**src/rtl/apb_completer_regfile.sv**
```systemverilog
// APB completer with NumRegs byte-strobed registers and a fixed wait-state count.
// Define APB_COMPLETER_PSLVERR_EN to flag out-of-range transfers on PSLVERR.
module apb_completer_regfile #(
   parameter int                   AddrWidth  = 32,
   parameter int                   DataWidth  = 32,
   parameter int                   NumRegs    = 16,
   parameter int                   WaitStates = 2,
   parameter logic [AddrWidth-1:0] BaseAddr   = '0,
   parameter int                   StrbWidth  = DataWidth / 8
) (
   input  logic                           PCLK,
   input  logic                           reset,
   input  logic                           PSEL,
   input  logic                           PENABLE,
   input  logic                           PWRITE,
   input  logic [AddrWidth-1:0]           PADDR,
   input  logic [DataWidth-1:0]           PWDATA,
   input  logic [StrbWidth-1:0]           PSTRB,
   output logic                           PREADY,
   output logic [DataWidth-1:0]           PRDATA,
   output logic                           PSLVERR,
   output logic [NumRegs*DataWidth-1:0]   RegOut
);

   localparam int         IdxW    = (NumRegs > 1) ? $clog2(NumRegs) : 1;
   localparam int         ShiftW  = $clog2(StrbWidth);
   localparam logic [7:0] WaitCnt = 8'(WaitStates);

   localparam logic [0:0] IDLE   = 1'b0;
   localparam logic [0:0] ACCESS = 1'b1;

   logic [0:0]           state_reg, state_next;
   logic [7:0]           cnt_reg, cnt_next;
   logic                 write_reg, write_next;
   logic                 oor_reg, oor_next;
   logic [IdxW-1:0]      idx_reg, idx_next;
   logic                 pready_reg, pready_next;
   logic [DataWidth-1:0] prdata_reg, prdata_next;
   logic                 resp;
   logic                 commit;

   logic [AddrWidth-1:0] offset;
   logic [IdxW-1:0]      addr_idx;
   logic                 addr_oor;

   logic [DataWidth-1:0] reg_array [NumRegs];

   assign offset   = PADDR - BaseAddr;
   assign addr_idx = IdxW'(offset >> ShiftW);
   assign addr_oor = (PADDR < BaseAddr) || ((offset >> ShiftW) >= AddrWidth'(NumRegs));

   // resp marks the edge that opens the single PREADY cycle; the transfer
   // attributes used for the response are the ones valid after that edge.
   always_comb begin
      state_next  = state_reg;
      cnt_next    = cnt_reg;
      write_next  = write_reg;
      oor_next    = oor_reg;
      idx_next    = idx_reg;
      resp        = 1'b0;
      pready_next = 1'b0;
      prdata_next = '0;
      case (state_reg)
         IDLE: begin
            if (PSEL && !PENABLE) begin
               state_next = ACCESS;
               write_next = PWRITE;
               idx_next   = addr_idx;
               oor_next   = addr_oor;
               cnt_next   = WaitCnt;
               resp       = (WaitStates == 0);
            end
         end
         ACCESS: begin
            if (pready_reg || !PSEL || !PENABLE) begin
               state_next = IDLE;
            end else begin
               resp     = (cnt_reg <= 8'd1);
               cnt_next = (cnt_reg == 8'd0) ? 8'd0 : cnt_reg - 8'd1;
            end
         end
         default: state_next = IDLE;
      endcase
      if (resp) begin
         pready_next = 1'b1;
         if (!write_next && !oor_next) begin
            prdata_next = reg_array[idx_next];
         end
      end
   end

   always_ff @(posedge PCLK) begin
      if (!reset) begin
         state_reg  <= IDLE;
         cnt_reg    <= '0;
         write_reg  <= 1'b0;
         oor_reg    <= 1'b0;
         idx_reg    <= '0;
         pready_reg <= 1'b0;
         prdata_reg <= '0;
      end else begin
         state_reg  <= state_next;
         cnt_reg    <= cnt_next;
         write_reg  <= write_next;
         oor_reg    <= oor_next;
         idx_reg    <= idx_next;
         pready_reg <= pready_next;
         prdata_reg <= prdata_next;
      end
   end

   assign PREADY = pready_reg;
   assign PRDATA = prdata_reg;

`ifdef APB_COMPLETER_PSLVERR_EN
   logic pslverr_reg;
   always_ff @(posedge PCLK) begin
      if (!reset) begin
         pslverr_reg <= 1'b0;
      end else begin
         pslverr_reg <= resp && oor_next;
      end
   end
   assign PSLVERR = pslverr_reg;
`else
   assign PSLVERR = 1'b0;
`endif

   // Writes land on the edge that closes the PREADY cycle.
   assign commit = (state_reg == ACCESS) && pready_reg && write_reg && !oor_reg;

   generate
      for (genvar gi = 0; gi < NumRegs; gi++) begin : g_reg
         logic [DataWidth-1:0] q_reg;
         always_ff @(posedge PCLK) begin
            if (!reset) begin
               q_reg <= '0;
            end else if (commit && (idx_reg == IdxW'(gi))) begin
               for (int b = 0; b < StrbWidth; b++) begin
                  if (PSTRB[b]) begin
                     q_reg[b*8 +: 8] <= PWDATA[b*8 +: 8];
                  end
               end
            end
         end
         assign reg_array[gi]                    = q_reg;
         assign RegOut[gi*DataWidth +: DataWidth] = q_reg;
      end
   endgenerate

endmodule

```
**config.mk**
```make
export PLATFORM = sky130hd
export DESIGN_NAME = apb_completer_regfile
export DESIGN_NICKNAME = d
export VERILOG_FILES = /design/src/rtl/apb_completer_regfile.sv
export SDC_FILE = /design/constraint.sdc
export NUM_CORES = 1
export LEC_CHECK = 0
export ABC_CLOCK_PERIOD_IN_PS = 5600
export CAP_MARGIN = 20
export CELL_PAD_IN_SITES_DETAIL_PLACEMENT = 1
export CELL_PAD_IN_SITES_GLOBAL_PLACEMENT = 1
export CORE_UTILIZATION = 39
export CTS_BUF_LIST = sky130_fd_sc_hd__clkbuf_8 sky130_fd_sc_hd__clkbuf_16
export CTS_CLUSTER_SIZE = 30
export DETAILED_ROUTE_END_ITERATION = 6
export PLACE_DENSITY = 0.95
export SYNTH_ARGS = -nofsm -noshare
export SYNTH_HDL_FRONTEND = slang
export SYNTH_SLANG_ARGS = --single-unit
```
**constraint.sdc**
```tcl
create_clock -name PCLK -period 5.6 [get_ports PCLK]
set_input_delay 1.4 -clock PCLK [delete_from_list [all_inputs] [get_ports PCLK]]
set_output_delay 1.4 -clock PCLK [all_outputs]
set_load 0.05 [all_outputs]
```
==> run_results.csv <==
group,metric,value,unit
cells_and_area,largest_reg_flops,512,
critical_path,crit_type,"in -> reg",
route,vias,28700,
sta,clock_skew,0.0404,ns
synthesis,ys.flop_type,"dfxtp_1",
critical_path,crit_start,"PENABLE",
sta,fin_crit_sh,0.715,
place,io_buffers,615,
synthesis,synth_top_family_by_area,"compound AO/OA/AOI/OAI gates",
synthesis,postSynthAreaPerCell,7.67,um2
critical_path,crit_family,"compound AO/OA/AOI/OAI gates",
status,status,"finished, final reports clean",
clock_tree,cts_buffers,60,
pwr,vdd_ir_drop_max,0.241,mV
clock_tree,clock_latency,0.65,ns
global_route,grt_pass1_wl,184000,um
synthesis,synth-simple-area-share,0.239,
synthesis,synth_fa_ha_area_frac,0.00146,
pwr,p_leak,10.7,nW
route,via_per_inst,6.17,
floorplanning,core_area,64900,um2
route,route.detailed.drc,0,
sta,finalMaxSlewViolations,0,
hold_path,hold_start,"g_reg[2].q_reg[17]",
critical_path,end_kind,"register",
cells_and_area,nNetsFinal,3824,
sta,slew_headroom,0.183,
synthesis,syn-cell-area,25800,um2
critical_path,critPathArrivalTime,4.54,ns
global_route,grt_max_degree,253,
route,post_drt_wl_per_cell,26.9,um
sta,fin_tns_setup,0,ns
cells_and_area,fin_util,0.530,
synthesis,synth_commonest_cells,"nand2_1, dfxtp_1, nand3_1",
synthesis,synth_most_common_cell,"nand2_1",
place,place.gp.congestion,0.902,
route,first_pass_iters,7,
synthesis,async_reset_ff_frac,0,
critical_path,r2r_setup_slack,2.38,ns
synthesis,yosysWarnings,0,
clock_tree,cts_sinks,560,
critical_path,crit_fanout,76,
global_route,grt.total_usage,0.356,
cells_and_area,nFillCells,7731,
clock_tree,clock_path_buffers,3,
flow_run,cap_viol_max_count,0,
hold_path,hold_class,"reg -> reg",
critical_path,endpoint,"PRDATA[26]",
clock_tree,postCtsHoldBufs,0,
sta,period_minus_slack,4.00,ns
floorplanning,die_area,67100,um2
clock_tree,cts-root-buf,"clkbuf_16",
synthesis,synth_fp_nets,3435,
sta,rsz0062_at_grt,"false",
critical_path,crit_chain,"clkdlybuf4s50_1, or3b_1, a21o_4, buf_4, nand2_1, a22oi_1, a21oi_1, o22ai_1",
critical_path,reg2reg_depth,7,
floorplanning,die_x,259,um
cells_and_area,drive_above_1_share,0.0521,
global_route,antenna_found_initial,1,
synthesis,synth_compound_area_frac,0.267,
sta,max_freq,250,MHz
sta,finalSetupViolations,0,
synthesis,synthXorXnorAreaFrac,0,
pwr,p_per_area,267,nW/um2
critical_path,cp.depth,8,
place,dp_hpwl,84000,um
clock_tree,cts_htree_levels,2,
floorplanning,num_io_pins,619,
route,detailedRoute.firstIterationViolations,2748,
synthesis,synth_cell_types,45,
synthesis,synth_top_area_frac,0.435,
global_route,first_global_vias,29000,
critical_path,critPathLaunchType,"input port",
critical_path,cp_slowest_stage_delay,0.85,ns
synthesis,post_synth_main_area_contributors,"dfxtp_1, a21boi_0, nand2_1",
route,drt_wl_total,125000,um
cells_and_area,syn_to_final_growth,33.5,%
global_route,grt.overflow.total,0,
clock_tree,ctsResizeCount,0,
route,ant_nets,0,
floorplanning,initial_core_util,0.397,
critical_path,r2r_end,"PRDATA[26]",
clock_tree,clk_pin_slew,0.06,ns
clock_tree,cts_tree,"yes",
critical_path,cp_num_buf_inv,2,
synthesis,ys_seq_elements,560,
sta,finalHoldViolations,0,
floorplanning,fp.dieH,259,um
critical_path,cpMaxStageDelayCell,"a21o_4",
critical_path,timing.rr.start,"state_reg",
sta,worstMarginPinSlew,1.23,ns
synthesis,ys_seq_area_frac,0.435,
floorplanning,num_rows,93,
synthesis,synth_mux_area_frac,0.00160,
synthesis,synth_top_area_cell,"dfxtp_1",
synthesis,synth_edf_count,0,
synthesis,postSynthCellCount,3359,
critical_path,required,6.14,ns
clock_tree,postCtsSetupBuffers,0,
-- layout make-up --
cell class,count,area [um2],area share
multi-input cells,2449,13200,0.385
flip-flops and latches,560,11200,0.326
repair buffers,674,6720,0.195
clock buffers,70,1640,0.0476
well taps,855,1070,0.0311
clock inverters,43,529,0.0154
inverters,3,11.3,0.000327
diodes,1,2.50,0.0000727
-- per-stage QoR --
step / setup slack (ns) / hold WS, ns / power, mW / cell area [um2] / instances
after floorplan: 2.46 / 0.474 / 4.54 / 25800 / 3359
after global placement: 1.23 / 0.467 / 4.80 / 32200 / 4541
after detailed placement: 1.09 / 0.477 / 4.82 / 32200 / 4541
after CTS: 1.71 / 0.485 / 9.19 / 34400 / 4654
after global routing: 1.57 / 0.501 / 9.39 / 34400 / 4655
final: 1.60 / 0.486 / 9.18 / 34400 / 4655
-- logic make-up after synthesis --
kind of cell	count (synthesis)
AOI/OAI and AO/OA	1012
adders and majority gates	3
buffers and inverters	350
DFF	560
muxes	4
other	1
and+or+nand+nor	1429
-- tightest hold or removal path, cell delays in order, from the launching register on --
cell	delay, ns
dfxtp_1	0.32
nand2_1	0.05
a21boi_0	0.06
-- worst min path at each step --
stage	to	slack, ns	depth (start not counted)
after detailed placement	g_reg[10].q_reg[27]	0.48	2
after floorplan	idx_reg[3]	0.47	2
after CTS	g_reg[5].q_reg[18]	0.49	2
after global placement	g_reg[10].q_reg[26]	0.47	2
final	g_reg[2].q_reg[17]	0.49	2
after global routing	g_reg[4].q_reg[23]	0.50	2
-- layer usage --
metal / wire length [um] / share of wire / track usage
met5: 0 / 0 / 0
met4: 9400 / 0.075 / 0.238
met3: 11100 / 0.088 / 0.0866
met2: 60000 / 0.48 / 0.603
met1: 44500 / 0.36 / 0.396
-- where the power goes --
group	internal, mW	switching, mW	total [mW]
Clock	2.64	1.79	4.43
Combinational	0.213	0.550	0.763
Sequential	3.99	0.00774	3.99
-- placed cells by master (no fill, tap or decap), types with 12 or more instances in the layout --
cell / netlist / routed
clkinv_2: 0 / 12
a21oi_1: 322 / 322
nand3_1: 519 / 519
a22oi_1: 65 / 65
clkdlybuf4s50_1: 0 / 610
o22ai_1: 32 / 32
nand2_1: 845 / 845
a221oi_1: 57 / 57
dfxtp_1: 560 / 560
bufinv_16: 0 / 12
buf_4: 7 / 53
inv_1: 3 / 15
a21boi_0: 515 / 515
clkbuf_16: 0 / 60
(Power assumes the default switching activity.)
